## src/rtl/alu_pkg.sv

```systemverilog
// Shared types, framing constants and the CRC-3 helper for the ALU response stream.
package alu_pkg;

  localparam int unsigned PKT_BITS  = 11;
  localparam int unsigned DATA_PKTS = 4;

  typedef enum logic {
    PKT_DATA = 1'b0,
    PKT_CTL  = 1'b1
  } pkt_type_t;

  typedef enum logic [1:0] {
    RX_IDLE,
    RX_TYPE,
    RX_PAYLOAD,
    RX_STOP
  } rx_state_t;

  typedef struct packed {
    logic        err_rsp;
    logic [31:0] result;
    logic [3:0]  flags;
    logic [2:0]  crc_rx;
    logic        crc_ok;
    logic [5:0]  err_code;
    logic        par_ok;
  } alu_rsp_t;

  // CRC-3, poly x^3+x+1, init 0, message consumed MSB first.
  function automatic logic [2:0] crc3_37(input logic [36:0] d);
    logic [2:0]  c;
    logic [36:0] s;
    logic        fb;
    c = '0;
    s = d;
    for (int unsigned i = 0; i < 37; i++) begin
      fb = c[2] ^ s[36];
      c  = {c[1], c[0] ^ fb, fb};
      s  = s << 1;
    end
    return c;
  endfunction

endpackage

```

## src/rtl/alu_pkt_rx.sv

```systemverilog
// Bit-level receiver: frames one 11-bit packet from sout and reports type/payload or a stop error.
module alu_pkt_rx
  import alu_pkg::*;
(
  input  logic      clk,
  input  logic      rst_n,
  input  logic      sout,
  output logic      pkt_done,
  output pkt_type_t pkt_type,
  output logic [7:0] payload,
  output logic      stop_err,
  output logic      rx_idle
);

  localparam int unsigned PAYLOAD_BITS = PKT_BITS - 3;

  rx_state_t  state;
  logic [2:0] bit_cnt;
  logic [7:0] shreg;
  logic       hunt;

  assign payload = shreg;
  assign rx_idle = (state == RX_IDLE);

  always_ff @(posedge clk or negedge rst_n) begin
    if (!rst_n) begin
      state    <= RX_IDLE;
      bit_cnt  <= '0;
      shreg    <= '0;
      hunt     <= 1'b0;
      pkt_done <= 1'b0;
      stop_err <= 1'b0;
      pkt_type <= PKT_DATA;
    end else begin
      pkt_done <= 1'b0;
      stop_err <= 1'b0;
      case (state)
        // After a bad stop bit, wait for the line to go high before trusting a low as a start bit.
        RX_IDLE: begin
          if (sout) hunt <= 1'b0;
          else if (!hunt) state <= RX_TYPE;
        end
        RX_TYPE: begin
          pkt_type <= pkt_type_t'(sout);
          bit_cnt  <= '0;
          state    <= RX_PAYLOAD;
        end
        RX_PAYLOAD: begin
          shreg   <= {shreg[6:0], sout};
          bit_cnt <= bit_cnt + 3'd1;
          if (bit_cnt == 3'(PAYLOAD_BITS - 1)) state <= RX_STOP;
        end
        RX_STOP: begin
          state <= RX_IDLE;
          if (sout) begin
            pkt_done <= 1'b1;
          end else begin
            stop_err <= 1'b1;
            hunt     <= 1'b1;
          end
        end
        default: state <= RX_IDLE;
      endcase
    end
  end

endmodule

```

## src/rtl/alu_rsp_deserializer.sv

```systemverilog
// Assembles ALU response packets into one checked parallel response on a valid/ready port.
module alu_rsp_deserializer
  import alu_pkg::*;
#(
  parameter int unsigned TIMEOUT = 64
) (
  input  logic        clk,
  input  logic        rst_n,
  input  logic        sout,
  input  logic        rsp_ready,
  output logic        rsp_valid,
  output logic        err_rsp,
  output logic [31:0] result,
  output logic [3:0]  flags,
  output logic [2:0]  crc_rx,
  output logic        crc_ok,
  output logic [5:0]  err_code,
  output logic        par_ok,
  output logic        frame_err,
  output logic        overrun
);

  localparam int unsigned CW = $clog2(TIMEOUT + 1);

  logic        pkt_done;
  pkt_type_t   pkt_type;
  logic [7:0]  payload;
  logic        stop_err;
  logic        rx_idle;

  logic [2:0]    pkt_cnt;
  logic [31:0]   res_q;
  logic [CW-1:0] idle_cnt;
  alu_rsp_t      rsp_q;
  alu_rsp_t      rsp_new;
  logic          done_ok;
  logic          bad_pkt;
  logic          idle_run;
  logic          timeout;

  alu_pkt_rx u_rx (
    .clk      (clk),
    .rst_n    (rst_n),
    .sout     (sout),
    .pkt_done (pkt_done),
    .pkt_type (pkt_type),
    .payload  (payload),
    .stop_err (stop_err),
    .rx_idle  (rx_idle)
  );

  assign idle_run = rx_idle && (pkt_cnt != '0) && !pkt_done;
  assign timeout  = idle_run && (idle_cnt == CW'(TIMEOUT - 1));

  always_comb begin
    done_ok = 1'b0;
    bad_pkt = 1'b0;
    rsp_new = '0;
    if (pkt_done) begin
      if (pkt_type == PKT_CTL && payload[7]) begin
        if (pkt_cnt == '0) begin
          done_ok          = 1'b1;
          rsp_new.err_rsp  = 1'b1;
          rsp_new.err_code = payload[6:1];
          rsp_new.par_ok   = (payload[0] == ^{1'b1, payload[6:1]});
          rsp_new.crc_ok   = 1'b1;
        end else begin
          bad_pkt = 1'b1;
        end
      end else if (pkt_cnt < 3'(DATA_PKTS)) begin
        bad_pkt = (pkt_type == PKT_CTL);
      end else if (pkt_type == PKT_DATA) begin
        bad_pkt = 1'b1;
      end else begin
        done_ok        = 1'b1;
        rsp_new.result = res_q;
        rsp_new.flags  = payload[6:3];
        rsp_new.crc_rx = payload[2:0];
        rsp_new.crc_ok = (crc3_37({res_q, 1'b0, payload[6:3]}) == payload[2:0]);
        rsp_new.par_ok = 1'b1;
      end
    end
  end

  always_ff @(posedge clk or negedge rst_n) begin
    if (!rst_n) begin
      pkt_cnt   <= '0;
      res_q     <= '0;
      idle_cnt  <= '0;
      rsp_q     <= '0;
      rsp_valid <= 1'b0;
      frame_err <= 1'b0;
      overrun   <= 1'b0;
    end else begin
      frame_err <= 1'b0;
      overrun   <= 1'b0;
      if (rsp_valid && rsp_ready) rsp_valid <= 1'b0;

      if (stop_err || bad_pkt || timeout) begin
        frame_err <= 1'b1;
        pkt_cnt   <= '0;
      end else if (done_ok) begin
        pkt_cnt <= '0;
        // A transfer in this same cycle frees the register, so only a stalled consumer drops the new one.
        if (rsp_valid && !rsp_ready) begin
          overrun <= 1'b1;
        end else begin
          rsp_q     <= rsp_new;
          rsp_valid <= 1'b1;
        end
      end else if (pkt_done) begin
        pkt_cnt <= pkt_cnt + 3'd1;
        res_q   <= {res_q[23:0], payload};
      end

      if (idle_run && !timeout) idle_cnt <= idle_cnt + 1'b1;
      else idle_cnt <= '0;
    end
  end

  assign err_rsp  = rsp_q.err_rsp;
  assign result   = rsp_q.result;
  assign flags    = rsp_q.flags;
  assign crc_rx   = rsp_q.crc_rx;
  assign crc_ok   = rsp_q.crc_ok;
  assign err_code = rsp_q.err_code;
  assign par_ok   = rsp_q.par_ok;

endmodule
```

## config.mk

```make
export PLATFORM = sky130hd
export DESIGN_NAME = alu_rsp_deserializer
export DESIGN_NICKNAME = d
export VERILOG_FILES = /design/src/rtl/alu_pkg.sv /design/src/rtl/alu_pkt_rx.sv /design/src/rtl/alu_rsp_deserializer.sv
export SDC_FILE = /design/constraint.sdc
export NUM_CORES = 1
export LEC_CHECK = 0
export ABC_AREA = 1
export BUFFER_PORTS_ARGS = -buffer_cell sky130_fd_sc_hd__clkbuf_2
export CAP_MARGIN = 20
export CORE_ASPECT_RATIO = 1.1
export CORE_MARGIN = 2
export CORE_UTILIZATION = 50
export CTS_CLUSTER_DIAMETER = 30
export CTS_CLUSTER_SIZE = 8
export DETAILED_ROUTE_END_ITERATION = 8
export PLACE_DENSITY = 0.69
export SLEW_MARGIN = 20
export SYNTH_ARGS = -nofsm -noshare
export SYNTH_HDL_FRONTEND = slang
export SYNTH_SLANG_ARGS = --single-unit
```

## constraint.sdc

```tcl
create_clock -name clk -period 4.3 [get_ports clk]
set_clock_uncertainty 0.1 [all_clocks]
set_input_delay 1.29 -clock clk [delete_from_list [all_inputs] [get_ports clk]]
set_output_delay 1.29 -clock clk [all_outputs]
set_load 0.05 [all_outputs]
```

Word-level counts from Yosys, hierarchy flattened --
Index checks and enable logic that the tools add are counted.
Word-level totals: register bits after elaboration 110, latch bits 0, bits in writable memories 0, bits in read-only memories 0, logic and storage cells 175, memories kept 0
Operators by class: add/sub/neg operators 3, $mul 0, divide/modulo/power cells 0, magnitude comparators 1, equality and inequality tests 12, shifts and indexed selects 0, muxes and demuxes 43, bitwise gates (word level) 73, reductions and logical operators 23
Operators with widths (number):
- $mux 40 | 2
- $xor 1x1->1 | 70
- $mux 48 | 1
- $mux 39 | 1
- $mux 1 | 27
- $reduce_and 3->1 | 4
- $mux 3 | 3
- $mux 8 | 1
- $ne 2x2->1 const B | 4
- $pmux 2 s4 | 1
- $add 7x1->7 const B | 1
- $eq 7x6->1 const B | 1
- $logic_and 1x1->1 | 7
- $mux 7 | 1
- $reduce_xor 7->1 | 1
- $add 3x1->3 const B | 2
- $mux 2 | 3
- $mux 6 | 1
- $pmux 3 s2 | 1
- $reduce_bool 3->1 | 2
- $eq 2x2->1 const B | 2
- $reduce_bool 2->1 | 2
- $eq 3x3->1 | 1
- $eq 3x3->1 const B | 1
- other kinds (10) | 15

Logic depth before layout (Yosys ltp) --
Gate-level depths: netlist of run 1.
word-level depth 40, mapped depth 50

Hierarchy --
From an unflattened synthesis of run 1, not the netlist that was laid out.
Unflattened totals: cells, all modules 807, area total of the unflattened synthesis 6067.1 um^2
Modules (own cells, without submodules):
- alu_rsp_deserializer | instances 1, cells each 725, area an instance 5297.6 um^2, seq. area each 2327.2 um^2
- alu_pkt_rx | instances 1, cells each 82, area an instance 769.5 um^2, seq. area each 425.4 um^2

Worst setup path after synthesis of run 1 --
No wires, ideal clock.
path type register to register, start reg res_q[28], end reg rsp_q, in the netlist crc_ok, setup time 0.073 ns, arrival time 3.551 ns, data required time 4.127 ns, path slack 0.576 ns, stages on the path, launching flop included 47, buffers on the path 1, clock period less this slack 3.724 ns, cells stage by stage dfrtp_1 -> buf_4 -> inv_2 -> nand2_1 -> nand2_1 -> inv_1 -> nand2_1 -> nand2_2 -> nand2_1 -> nand2_1 -> nand2_1 -> nand3_1 -> nand2_1 -> nand2_2 -> nand2_2 -> nand2_2 -> nand2_2 -> nand2_2 -> (+11 left out) -> nand2_2 -> nand2_1 -> nand2_4 -> nand2_4 -> nand2_1 -> nand2_1 -> nand2_2 -> nand2_2 -> inv_1 -> nand2_2 -> nand2_1 -> nand2_2 -> nand3_1 -> nand2_1 -> nand2_1 -> nand3_1 -> nand3_2 -> a21oi_2
On the way: cells in the longest elaborated chain, start to end 39, elaborated cells on any way between the ends 71, those cells by class eq/ne (1); mux (4); bitwise (66)
RTL lines:
- from (decl) | RTL line alu_rsp_deserializer.sv:32 | logic [31:0] res_q;
- from (signal assigned) | RTL line alu_rsp_deserializer.sv:113 | res_q <= {res_q[23:0], payload};
- $xor 1x1->1 * | RTL line alu_pkg.sv:37 | fb = c[2] ^ s[36];
- $xor 1x1->1 | RTL line alu_pkg.sv:38 | c = {c[1], c[0] ^ fb, fb};
- $xor 1x1->1 | RTL line alu_pkg.sv:37
- $xor 1x1->1 | RTL line alu_pkg.sv:38
- $xor 1x1->1 | RTL line alu_pkg.sv:37
- $xor 1x1->1 | RTL line alu_pkg.sv:38
- $xor 1x1->1 | RTL line alu_pkg.sv:37
- $xor 1x1->1 | RTL line alu_pkg.sv:38
- (+23 left out)
- $xor 1x1->1 | RTL line alu_pkg.sv:38
- $xor 1x1->1 | RTL line alu_pkg.sv:37
- $xor 1x1->1 | RTL line alu_pkg.sv:38
- $eq 3x3->1 * | RTL line alu_rsp_deserializer.sv:79 | rsp_new.crc_ok = (crc3_37({res_q, 1'b0, payload[6:3]}) == payload[2:0]);
- $mux 40 * | RTL line alu_rsp_deserializer.sv:72 | end else if (pkt_type == PKT_DATA) begin
- $mux 40 * | RTL line alu_rsp_deserializer.sv:70 | end else if (pkt_cnt < 3'(DATA_PKTS)) begin
- $mux 1 * | RTL line alu_rsp_deserializer.sv:60 | if (pkt_type == PKT_CTL && payload[7]) begin
- $mux 48 * | RTL line alu_rsp_deserializer.sv:59 | if (pkt_done) begin
- to (signal assigned) | RTL line alu_rsp_deserializer.sv:108 | rsp_q <= rsp_new;
- to (decl) | RTL line alu_rsp_deserializer.sv:34 | alu_rsp_t rsp_q;
Mark *: on every way between the ends. The rest lies on a longest branch, timed or not. A chain may end at the register's enable or synchronous reset.

Worst setup path in the final report of run 1 --
start reg res_q[29], end reg rsp_q, in the netlist crc_ok
On the way: cells in the longest elaborated chain, start to end 40, elaborated cells on any way between the ends 73, those cells by class eq/ne (1); mux (4); bitwise (68)
RTL lines (RTL line):
- $xor 1x1->1 * | alu_pkg.sv:37
- $xor 1x1->1 | alu_pkg.sv:38
- $xor 1x1->1 | alu_pkg.sv:37
- $xor 1x1->1 | alu_pkg.sv:38
- $xor 1x1->1 | alu_pkg.sv:37
- $xor 1x1->1 | alu_pkg.sv:38
- $xor 1x1->1 | alu_pkg.sv:37
- $xor 1x1->1 | alu_pkg.sv:38
- (+24 left out)
- $xor 1x1->1 | alu_pkg.sv:38
- $xor 1x1->1 | alu_pkg.sv:37
- $xor 1x1->1 | alu_pkg.sv:38
- $eq 3x3->1 * | alu_rsp_deserializer.sv:79
- $mux 40 * | alu_rsp_deserializer.sv:72
- $mux 40 * | alu_rsp_deserializer.sv:70
- $mux 1 * | alu_rsp_deserializer.sv:60
- $mux 48 * | alu_rsp_deserializer.sv:59
Marked as above.

==> implementation parameters, run 1 <==
Parameter                              Value

Worst hold path
  Worst Hold End    idle_cnt[0]
  Worst Hold Class    reg -> reg
  Hold path cells    1
  Start point of the worst hold path    idle_cnt[0]

Finish
  Register area    approximately 2800 um2
  Final net count    approximately 800
  Layout Area Growth over Synthesis    21.14%
  Fraction of layout cells with a size suffix above 1    0.3163
  Antenna diode count    0
  Final non-filler cell area    roughly 7000 um2
  Count of filler cells inserted in the layout    991
  Multi-input logic area    ~3200 um2

Placement
  Setup Slack @ Placement    around 0.013 ns
  Placer's final routability congestion estimate    roughly 0.91
  IO Port Bufs    54
  Post-placement cell area    between 6000 and 7000 um2
  Detailed Place HPWL    about 9300 um

Timing
  Share of the clock period used by the worst path    1.022
  Max-slew headroom    0.4615
  Setup repair after global routing missed its margin    yes
  Hold violation count in the final report    0
  Total setup violations reported at the end of the flow    1
  Number of pins exceeding their max-slew limit in the final report    0
  Post-layout min period    4.396 ns
  Minimum setup slack in the final design    -0.09630 ns
  Final hold slack    about 0.36 ns
  Max Clock Freq    227.5 MHz
  Transition time at the pin with the least slew margin    slightly above 0.8 ns

Yosys
  Syn. warnings    0
  Post-synthesis cell area    a little under 6000 um2
  Share of async-settable or async-resettable flops after synthesis    1.000
  Top cells by area in the synthesized netlist    sky130_fd_sc_hd__dfrtp_1 47%, sky130_fd_sc_hd__nand2_1 16%, sky130_fd_sc_hd__o21ai_0 7.6%
  Library cell with the largest summed area after synthesis    sky130_fd_sc_hd__dfrtp_1
  Number of distinct standard cells referenced by the synthesized netlist    32
  Most frequently used flop master after synthesis    sky130_fd_sc_hd__dfrtp_1
  Yosys reg bits    110
  Most repeated cell in the gate-level netlist after synthesis    sky130_fd_sc_hd__nand2_1
  Proportion of netlist area held by the largest area contributor    0.4722
  Mean Syn Cell Area    between 7 and 8 um2
  Number of enable flip-flop cells after synthesis    0
  Top cells by count, synth    245 x sky130_fd_sc_hd__nand2_1, 110 x sky130_fd_sc_hd__dfrtp_1, 88 x sky130_fd_sc_hd__o21ai_0, 74 x sky130_fd_sc_hd__inv_1, 71 x sky130_fd_sc_hd__nand3_1
  Sequential element share of the synthesized area    0.4722
  Net Count, Synth    around 760
  Post-Synthesis Cells    748

Worst setup path
  Type of element launching the critical path    flop
  Nature of the critical path endpoint    flop
  Startpoint of the worst-slack reg-to-reg timing path    res_q[29]
  Reg2Reg Depth    slightly above 40
  Delay contributed by the slowest stage of the critical path    around 0.50 ns
  Required time at the worst-slack endpoint    about 4.5 ns
  Setup slack of the most critical reg-to-reg path    -0.1 ns
  Maximum fanout count along the critical path    8
  Reg-to-reg critical path endpoint    crc_ok
  Slowest cell on the critical path    sky130_fd_sc_hd__dfrtp_2
  Worst path arrival time    roughly 4.6 ns
  Critical path start-end classification    reg -> reg

Drt
  Routed length per instance    around 14 um
  Number of vias in the routed layout    roughly 5,100
  Total DRC errors in the routed layout    0
  1st-iter DRT viols    approximately 240
  Number of routed nets with antenna violations    0
  Via-per-instance ratio    5.305
  Final WL    roughly 14,000 um
  First-pass detailed-route iteration total    5

Clocking
  Cell at the root of the clock tree    sky130_fd_sc_hd__clkbuf_16
  Hold buffers post-CTS    0
  H-tree depth reported by CTS    3
  Clk buf depth    2
  Number of buffers created by CTS    9
  Clock Sink Count    110
  Post-CTS clock slew at the launch and capture registers of the worst setup and hold paths    roughly 0.070 ns
  Clock tree from TritonCTS    built
  Clk Latency, worst-skew pair    between 0.3 and 0.4 ns

Global routing
  Maximum number of pins on one net before global-route repair    68
  Remaining Overflow, GRT    0
  Initial antenna violation count    0
  First-pass GRT wire length    21,530 um
  All-Layer GR Usage    0.2164
  Vias in the first global route    4,700

Floorplan
  Floorplan row count    41
  Initial Util    0.5096
  Width of the die    107.0 um
  Boundary Pins    between 50 and 60
  CORE AREA    about 11,000 um2
  Floorplan die area    between 10,000 and 15,000 um2
  Vertical die dimension    between 100 and 150 um

Status
  Result of the run    complete, but fails checks
  Violations in the final reports    negative setup slack

Run
  Maximum Capacitance Violations    0
==> layer usage <==
| metal | wire [um] | GRT usage | vias up |
|---|---|---|---|
| li1 | - | - | 2464 |
| met1 | 5859 | 0.2721 | 2443 |
| met2 | 6963 | 0.3834 | 121 |
| met3 | 598 | 0.03765 | 28 |
| met4 | 239 | 0.06753 | 0 |
| met5 | 0 | 0 | - |
==> through the flow <==
step / util / cells / setup TNS, ns
after global routing: 0.6173 / 953 / -0.4716
final: 0.6173 / 953 / -0.09630
after floorplan: - / 748 / 0
after detailed placement: 0.5449 / 935 / 0
after global placement: 0.5449 / 935 / 0
after CTS: 0.5715 / 951 / 0
==> state kept, by name, indices dropped and copies added (netlist names), 3 cells and up <==
register	cells
flags	4
u_rx.bit_cnt	3
res_q	32
pkt_cnt	3
crc_rx	3
u_rx.payload	8
idle_cnt	7
result	32
err_code	6
==> critical path: cells and delay by family (launching register included) <==
kind | cells | cell delay, ns
buffers and inverters | 3 | 0.23
AND/OR/NAND/NOR | 37 | 3.33
flip-flops | 1 | 0.50
AO/OA/AOI/OAI | 1 | 0.13
==> placed cells by master, fill, tap and decap left out, types with 2 or more instances in the layout <==
cell / netlist / layout
sky130_fd_sc_hd__ha_1: 10 / 10
sky130_fd_sc_hd__xnor2_1: 9 / 8
sky130_fd_sc_hd__nand2_2: 45 / 81
sky130_fd_sc_hd__buf_4: 2 / 8
sky130_fd_sc_hd__a21oi_1: 6 / 6
sky130_fd_sc_hd__o22ai_1: 2 / 2
sky130_fd_sc_hd__nor3b_1: 2 / 2
sky130_fd_sc_hd__nor2_1: 18 / 18
sky130_fd_sc_hd__nand3_4: 0 / 8
sky130_fd_sc_hd__clkbuf_8: 0 / 2
sky130_fd_sc_hd__nand3_2: 11 / 34
sky130_fd_sc_hd__nand2_4: 4 / 27
sky130_fd_sc_hd__dfrtp_2: 0 / 5
sky130_fd_sc_hd__xor2_1: 8 / 8
sky130_fd_sc_hd__nand2_1: 245 / 185
sky130_fd_sc_hd__clkbuf_1: 15 / 2
sky130_fd_sc_hd__inv_2: 9 / 10
sky130_fd_sc_hd__inv_1: 74 / 70
sky130_fd_sc_hd__mux2_2: 2 / 2
sky130_fd_sc_hd__clkbuf_16: 0 / 9
sky130_fd_sc_hd__nand3_1: 71 / 40
sky130_fd_sc_hd__o21ai_0: 88 / 88
sky130_fd_sc_hd__dfrtp_1: 110 / 105
sky130_fd_sc_hd__clkbuf_2: 0 / 53
sky130_fd_sc_hd__xnor2_2: 1 / 2
sky130_fd_sc_hd__inv_4: 2 / 5
sky130_fd_sc_hd__nor2_2: 2 / 2
==> layout make-up <==
cell class                 count  share of cell area
timing repair buffer          61             0.04607
multi-input combinational    531              0.4468
clock inverter                 3            0.006024
tap                          150             0.02658
clock buffer                  13             0.03685
inverter                      85             0.04695
sequential                   110              0.3907
==> cells by family after synthesis <==
family	Yosys count	share of synthesized area
AO/OA/AOI/OAI	100	0.08843
flip-flops	110	0.4722
multiplexers	2	0.003863
buffers and inverters	107	0.07255
AND/OR/NAND/NOR	401	0.3132
adder cells (fa/ha/maj)	10	0.02146
XOR/XNOR	18	0.02833
==> worst max path at each step <==
stage	from	endpoint	slack, ns	depth (start not counted)
floorplan	res_q[28]	crc_ok	0.58	46
global placement	res_q[29]	crc_ok	0.17	44
detailed placement	res_q[29]	crc_ok	0.01	46
CTS	res_q[30]	crc_ok	0.01	46
global route	res_q[30]	crc_ok	-0.47	43
finish	res_q[29]	crc_ok	-0.1	41
==> timing repair <==
| item | CTS | global route |
|---|---|---|
| pin swaps | 0 | 43 |
| gates resized for setup | 1 | 135 |
| endpoints found under the hold margin | 0 | 0 |
| setup endpoints to repair | 1 | 1 |
| buffers inserted | 0 | 2 |
Power of run 1 is not shown: default switching activity piles up to over one toggle a cycle in this logic, so the estimate is an artifact.
==> run 2, diff against run 1 <==
Settings changed: ABC_AREA 1 to 0, PLACE_DENSITY 0.69 to 0.7.
==> run 2 against run 1 <==
Compared with the run above:
- the run now ends clean
- design area is 23% lower
- utilization decreased by 4.4 points
- count of clock-buffer cells in the layout unchanged
- worst hold slack about the same
- first-iteration DRC count decreased by 42%
- register-to-register slack improved by 1.2 ns
- via count down 34%
- non-clock buffer count fell by 3
- global-route usage fell by 2.2 points
==> implementation parameters, run 2 <==
Parameter                              Value

Clocking
  Post-CTS clock slew at the launch and capture registers of the worst setup and hold paths    0.10 ns (+0.03 ns)
  Clock Sink Count    110 (unchanged)
  Cell at the root of the clock tree    sky130_fd_sc_hd__clkbuf_8
  H-tree depth reported by CTS    3 (unchanged)
  Postcts setup bufs    0 (unchanged)
  Clock tree from TritonCTS    built
  Clk buf depth    2 (unchanged)
  Clk Latency, worst-skew pair    0.37 ns (+0.02 ns)
  Number of buffers created by CTS    9 (unchanged)
  Hold buffers post-CTS    0 (unchanged)
  Number of gates resized after cts    0 (-1)

Yosys
  Top cells by area in the synthesized netlist    sky130_fd_sc_hd__dfrtp_1 56%, sky130_fd_sc_hd__nand2_1 9.1%, sky130_fd_sc_hd__a22o_1 7.0%
  Syn. warnings    0 (unchanged)
  Share of async-settable or async-resettable flops after synthesis    1.000 (unchanged)
  Number of distinct standard cells referenced by the synthesized netlist    43 (+34%)
  Net Count, Synth    464 (-39%)
  Most repeated cell in the gate-level netlist after synthesis    sky130_fd_sc_hd__nand2_1
  Library cell with the largest summed area after synthesis    sky130_fd_sc_hd__dfrtp_1
  Post-synthesis cell area    4883 um2 (-16%)
  Sequential element share of the synthesized area    0.5637 (+0.09146)
  Number of enable flip-flop cells after synthesis    0 (unchanged)
  Yosys reg bits    110 (unchanged)
  Top cells by count, synth    118 x sky130_fd_sc_hd__nand2_1, 110 x sky130_fd_sc_hd__dfrtp_1, 39 x sky130_fd_sc_hd__a22o_1, 36 x sky130_fd_sc_hd__xnor2_1, 24 x sky130_fd_sc_hd__clkbuf_1
  Mean Syn Cell Area    10.85 um2 (+39%)
  Most frequently used flop master after synthesis    sky130_fd_sc_hd__dfrtp_1
  Post-Synthesis Cells    450 (-40%)
  Proportion of netlist area held by the largest area contributor    0.5637 (+0.09146)

Worst setup path
  Worst path arrival time    3.30 ns (-1.28 ns)
  Nature of the critical path endpoint    flop
  Reg2Reg Depth    8 (-80%)
  Critical path start-end classification    reg -> reg
  Maximum fanout count along the critical path    8 (unchanged)
  Required time at the worst-slack endpoint    4.45 ns (-0.03 ns)
  Setup slack of the most critical reg-to-reg path    1.15 ns (+1.25 ns)
  Type of element launching the critical path    flop

Floorplan
  Floorplan row count    37 (-9.8%)
  Floorplan die area    10,570 um2 (-16%)
  Width of the die    98.23 um (-8.2%)
  Boundary Pins    55 (unchanged)
  Vertical die dimension    107.7 um (-8.2%)
  CORE AREA    9444 um2 (-17%)
  Initial Util    0.5171 (+0.007520)

Drt
  First-pass detailed-route iteration total    5 (unchanged)
  Number of routed nets with antenna violations    0 (unchanged)
  1st-iter DRT viols    141 (-42%)
  Metal-1 WL    4394 um (-25%)
  Wire length on met3    269 um (-55%)
  Via-per-instance ratio    5.393 (+1.7%)
  Total DRC errors in the routed layout    0 (unchanged)
  Number of vias in the routed layout    3,317 (-34%)
  Met2 wire length    4666 um (-33%)
  Routed length per instance    15.49 um (+8.0%)
  Final WL    9524 um (-30%)
  Uppermost signal routing layer after detailed routing    met4

Timing
  Setup repair after global routing missed its margin    no
  Total setup violations reported at the end of the flow    0 (-1)
  Post-layout min period    3.148 ns (-1.249 ns)
  Max-slew headroom    0.5505 (+0.08897)
  Max Clock Freq    317.7 MHz (+40%)
  Number of pins exceeding their max-slew limit in the final report    0 (unchanged)
  Hold violation count in the final report    0 (unchanged)
  Total Neg Setup Slack    0 ns (+0.09630 ns)
  Minimum setup slack in the final design    1.152 ns (+1.249 ns)
  Share of the clock period used by the worst path    0.7320 (-0.2904)
  Transition time at the pin with the least slew margin    0.6743 ns (-0.1335 ns)

Global routing
  Maximum number of pins on one net before global-route repair    59 (-13%)
  Remaining Overflow, GRT    0 (unchanged)
  All-Layer GR Usage    0.1947 (-0.02167)
  First-pass GRT wire length    16,330 um (-24%)
  Initial antenna violation count    0 (unchanged)
  Vias in the first global route    3,333 (-29%)

Placement
  IO Port Bufs    54 (unchanged)
  Placer's final routability congestion estimate    0.7852 (-14%)
  Setup Slack @ Placement    1.140 ns (+1.126 ns)
  Detailed Place HPWL    6615 um (-29%)
  DP Cell Count    600 (-36%)

Finish
  Commonest cells after routing, fill and taps aside    118 x sky130_fd_sc_hd__nand2_1, 110 x sky130_fd_sc_hd__dfrtp_1, 53 x sky130_fd_sc_hd__clkbuf_2, 39 x sky130_fd_sc_hd__a22o_1, 36 x sky130_fd_sc_hd__xnor2_1
  Count of filler cells inserted in the layout    810 (-18%)
  Final net count    508 (-37%)
  Layout Area Growth over Synthesis    10.81%
  Fraction of layout cells with a size suffix above 1    0.1767 (-0.1396)
  Finished Layout Cells    615 (-35%)
  Most common library cell in the layout ignoring fill and taps    sky130_fd_sc_hd__nand2_1
  Antenna diode count    0 (unchanged)

Worst hold path
  Hold path cells    1 (unchanged)
  Worst Hold Class    reg -> reg

Power
  Total power of the final layout    slightly below 5 mW
  Maximum vdd drop    between 0.0007 and 0.0008 V
  Static leakage    around 2.7 nW
  Pwr/cell area    ~900 nW/um2

Status
  Result of the run    finished clean

Run
  Maximum Capacitance Violations    0 (unchanged)
==> run 2: final cells by class <==
type | instances | area [um2] | area share
Sequential cell | 110 | 2753 | 0.5087
Multi-Input combinational cell | 304 | 2007 | 0.3709
Timing Repair Buffer | 58 | 315.3 | 0.05827
Tap cell | 117 | 146.4 | 0.02705
Clock buffer | 13 | 138.9 | 0.02566
Inverter | 11 | 41.29 | 0.007630
Clock inverter | 2 | 10.01 | 0.001850
==> run 2: metal layers <==
layer / up-vias / GRT usage
met5: - / 0
met4: 0 / 0.08708
met3: 12 / 0.02532
met2: 58 / 0.3219
met1: 1649 / 0.2589
li1: 1598 / -
==> run 2: power by group <==
part           total [mW]  internal (mW)  switching [mW]
Sequential           1.62           1.27           0.346
Clock               0.520          0.207           0.313
Combinational        2.74           1.38            1.36
Total                4.88           2.87            2.02
==> run 2: worst paths after layout <==
check	endpoint	from
setup / recovery	crc_ok	res_q[17]
hold / removal	idle_cnt[0]	idle_cnt[0]
setup reg to reg	crc_ok	res_q[17]
hold reg to reg	idle_cnt[0]	idle_cnt[0]
max in group asynchronous	pkt_cnt[0]	rst_n
min in group asynchronous	result[10]	rst_n
==> run 2: stage by stage <==
stage               hold slack, ns  utilization  cell area [um2]
floorplan                   0.3329            -             4883
global placement            0.3434       0.5571             5261
detailed placement          0.3540       0.5571             5261
CTS                         0.3676       0.5729             5410
global route                0.3804       0.5730             5411
finish                      0.3629       0.5730             5411
==> run 2: critical path, cell delays in order, from the launching register on <==
cell and delay, ns:
sky130_fd_sc_hd__dfrtp_1 0.45, sky130_fd_sc_hd__xnor3_1 0.38, sky130_fd_sc_hd__xnor2_1 0.20, sky130_fd_sc_hd__xnor3_2 0.49, sky130_fd_sc_hd__xnor3_2 0.44, sky130_fd_sc_hd__and4b_1 0.22
sky130_fd_sc_hd__or4_1 0.50, sky130_fd_sc_hd__o21ai_1 0.16, sky130_fd_sc_hd__o211ai_1 0.09
==> run 2: logic make-up (layout without fill, tap and decap cells) <==
| logic type | after synthesis | count (layout) | synth area share |
|---|---|---|---|
| flops | 110 | 110 | 0.5637 |
| mux | 9 | 9 | 0.02075 |
| compound gates | 66 | 66 | 0.1017 |
| buf+inv | 36 | 84 | 0.02767 |
| fa+ha+maj | 10 | 10 | 0.02562 |
| simple gates | 171 | 171 | 0.1545 |
| xor+xnor | 48 | 48 | 0.1061 |
No activity file was read; power rests on OpenSTA's default activity.
==> run 3, diff against run 2 <==
Settings changed: PLACE_DENSITY 0.7 to 0.73.
Clock period 4.3 ns to 2.7 ns, I/O delays scaled along.
==> run 3 against run 2 <==
Compared with the run above:
- the run now ends with negative setup slack left
- largest cell class unchanged
- design area up 7.0%
- critical path depth unchanged
- clock power up 100%
- maximum frequency up 8.1%
- highest routed layer unchanged
==> implementation parameters, run 3 (synthesized netlist as in run 2, its figures left out) <==
Parameter                              Value

Worst setup path
  Maximum fanout count along the critical path    5 (-3)
  Critical path start-end classification    reg -> reg
  Reg2Reg Depth    8 (unchanged)
  Worst path bufs/invs    0 (unchanged)
  Path length in cells of the critical path    8 (unchanged)
  Worst path arrival time    3.07 ns (-0.23 ns)
  Delay contributed by the slowest stage of the critical path    0.54 ns (+0.04 ns)
  Type of element launching the critical path    flop
  Nature of the critical path endpoint    flop
  Cell seen most often among critical-path stages    sky130_fd_sc_hd__xnor3_2
  Slowest cell on the critical path    sky130_fd_sc_hd__or4_1
  Setup slack of the most critical reg-to-reg path    -0.21 ns (-1.36 ns)
  Required time at the worst-slack endpoint    2.85 ns (-1.60 ns)
  Dominant delay contributor by cell family on the critical path    XOR/XNOR gates
  Ordered cell list for the critical path    xor2_2, xnor2_1, xnor3_2, xnor3_2, nor4b_1, or4_1, o21ai_1, o211ai_1

Timing
  Share of the clock period used by the worst path    1.078 (+0.3463)
  Minimum setup slack in the final design    -0.2115 ns (-1.364 ns)
  Hold violation count in the final report    0 (unchanged)
  Max Clock Freq    343.5 MHz (+8.1%)
  Total Neg Setup Slack    -0.2115 ns (-0.2115 ns)
  Number of pins exceeding their max-slew limit in the final report    0 (unchanged)
  Post-layout min period    2.911 ns (-0.2362 ns)
  Total setup violations reported at the end of the flow    1 (+1)
  Final hold slack    0.2989 ns (-0.06400 ns)
  Setup repair after global routing missed its margin    yes
  Transition time at the pin with the least slew margin    0.5298 ns (-0.1444 ns)
  Max-slew headroom    0.6468 (+0.09630)

Drt
  Total DRC errors in the routed layout    0 (unchanged)
  First-pass detailed-route iteration total    5 (unchanged)
  Number of routed nets with antenna violations    0 (unchanged)
  1st-iter DRT viols    134 (-5.0%)
  Number of vias in the routed layout    3,479 (+4.9%)
  Routed length per instance    15.70 um (+1.4%)
  Via-per-instance ratio    5.344 (-0.92%)
  Final WL    10,220 um (+7.3%)

Run
  Maximum Capacitance Violations    0 (unchanged)

Placement
  Setup Slack @ Placement    -0.1719 ns (-1.311 ns)
  IO Port Bufs    54 (unchanged)
  Placer's final routability congestion estimate    0.8050 (+2.5%)
  Detailed Place HPWL    7161 um (+8.3%)

Finish
  Fraction of layout cells with a size suffix above 1    0.2472 (+0.07048)
  Commonest cells after routing, fill and taps aside    118 x sky130_fd_sc_hd__nand2_1, 110 x sky130_fd_sc_hd__dfrtp_1, 53 x sky130_fd_sc_hd__clkbuf_2, 39 x sky130_fd_sc_hd__a22o_1, 38 x sky130_fd_sc_hd__buf_4
  Final net count    543 (+6.9%)
  Layout Area Growth over Synthesis    18.60%
  Most common library cell in the layout ignoring fill and taps    sky130_fd_sc_hd__nand2_1
  Antenna diode count    0 (unchanged)

Floorplan
  Width of the die    98.23 um (unchanged)
  Vertical die dimension    107.7 um (unchanged)
  Boundary Pins    55 (unchanged)
  Initial Util    0.5171 (unchanged)
  Floorplan die area    10,570 um2 (unchanged)
  CORE AREA    9444 um2 (unchanged)
  Floorplan row count    37 (unchanged)

Power
  Static leakage    2.970 nW (+8.5%)
  Net switching share of the total power    0.3912 (-0.02176)
  Maximum vdd drop    0.001732 V (+130%)
  Sequential share of power    0.265 (-0.067)
  Pwr/cell area    1590 nW/um2 (+76%)
  Gate power share    0.619 (+0.058)
  Power Internal    5.607 mW (+96%)
  Switching power of the nets    3.603 mW (+79%)
  Share of total power in the clock network    0.115 (+0.008)

Status
  Violations in the final reports    negative setup slack
  Result of the run    complete, but fails checks

Global routing
  Remaining Overflow, GRT    0 (unchanged)
  First-pass GRT wire length    17,670 um (+8.2%)
  All-Layer GR Usage    0.2115 (+0.01674)
  Busiest metal layer after global routing    met2
  Met3 Use GR    0.03766 (+0.01234)
  Initial antenna violation count    0 (unchanged)
  Global routing usage on met2    0.3508 (+0.02886)
  Vias in the first global route    3,654 (+9.6%)
  Maximum number of pins on one net before global-route repair    45 (-24%)
  Met1 Usage GRT    0.2790 (+0.02007)

Clocking
  Clk buf depth    2 (unchanged)
  Clk Latency, worst-skew pair    0.38 ns (about the same)
  Clock tree from TritonCTS    built
  Post-CTS clock slew at the launch and capture registers of the worst setup and hold paths    0.10 ns (about the same)
  Clock Sink Count    110 (unchanged)
  H-tree depth reported by CTS    3 (unchanged)
  Number of buffers created by CTS    9 (unchanged)
  Cell at the root of the clock tree    sky130_fd_sc_hd__clkbuf_8
  Hold buffers post-CTS    0 (unchanged)

Worst hold path
  Worst Hold Class    in -> async
run 3: cell types whose count changed in the layout (fill, tap and decap cells not counted):
cell,change
sky130_fd_sc_hd__clkbuf_1,-4
sky130_fd_sc_hd__xor2_2,+1
sky130_fd_sc_hd__xor2_1,-1
sky130_fd_sc_hd__xnor2_1,-4
sky130_fd_sc_hd__or3_2,-1
sky130_fd_sc_hd__clkinv_2,-1
sky130_fd_sc_hd__xnor2_2,+4
sky130_fd_sc_hd__buf_4,+34
sky130_fd_sc_hd__or3_1,+1
sky130_fd_sc_hd__inv_6,+1
sky130_fd_sc_hd__clkinv_4,+1
sky130_fd_sc_hd__bufinv_16,+1
sky130_fd_sc_hd__buf_12,+1
sky130_fd_sc_hd__clkbuf_8,+3
run 3: path summary, 6_finish.rpt:
| check | end | from |
|---|---|---|
| worst max-delay path | crc_ok | res_q[27] |
| worst min-delay path | res_q[12] | rst_n |
| worst max register to register | crc_ok | res_q[27] |
| worst min register to register | idle_cnt[0] | idle_cnt[0] |
| max in group asynchronous | u_rx.stop_err | rst_n |
| min in group clk | idle_cnt[0] | idle_cnt[0] |
run 3: layer usage:
| metal | share of wire | up-vias |
|---|---|---|
| met2 | 0.51 | 80 |
| li1 | - | 1666 |
| met3 | 0.036 | 13 |
| met1 | 0.44 | 1720 |
| met4 | 0.017 | 0 |
| met5 | 0 | - |
run 3: layout make-up:
| type | instances | area (um2) |
|---|---|---|
| Inverter | 11 | 41.29 |
| Timing Repair Buffer | 93 | 590.6 |
| Fill cell | 831 | 3652 |
| Clock buffer | 12 | 165.2 |
| Tap cell | 117 | 146.4 |
| Sequential cell | 110 | 2753 |
| Multi-Input combinational cell | 304 | 2043 |
| Clock inverter | 4 | 52.55 |
run 3: stage by stage:
stage | cell area [um2] | util | cells | total power [mW]
finish | 5792 | 0.6133 | 651 | 9.210
global route | 5792 | 0.6133 | 651 | 9.787
CTS | 5784 | 0.6125 | 651 | 9.234
detailed placement | 5537 | 0.5862 | 633 | 7.532
global placement | 5537 | 0.5862 | 633 | 7.317
floorplan | 4898 | - | 450 | 6.174
run 3: timing repair:
| item | 4_1_cts | 5_1_grt |
|---|---|---|
| gates resized for setup | 2 | 1 |
| setup endpoints to repair | 1 | 1 |
| setup buffers | 2 | 0 |
| gates cloned | 0 | 0 |
| pin swaps | 2 | 1 |
run 3: power by group through the flow:
stage | Combinational, mW | Clock [mW] | Sequential, mW
after floorplan | 3.57 | 0 | 2.60
after global placement | 4.87 | 0 | 2.44
after detailed placement | 5.06 | 0 | 2.47
after CTS | 5.70 | 1.10 | 2.44
after global routing | 6.13 | 1.15 | 2.51
final | 5.70 | 1.06 | 2.44
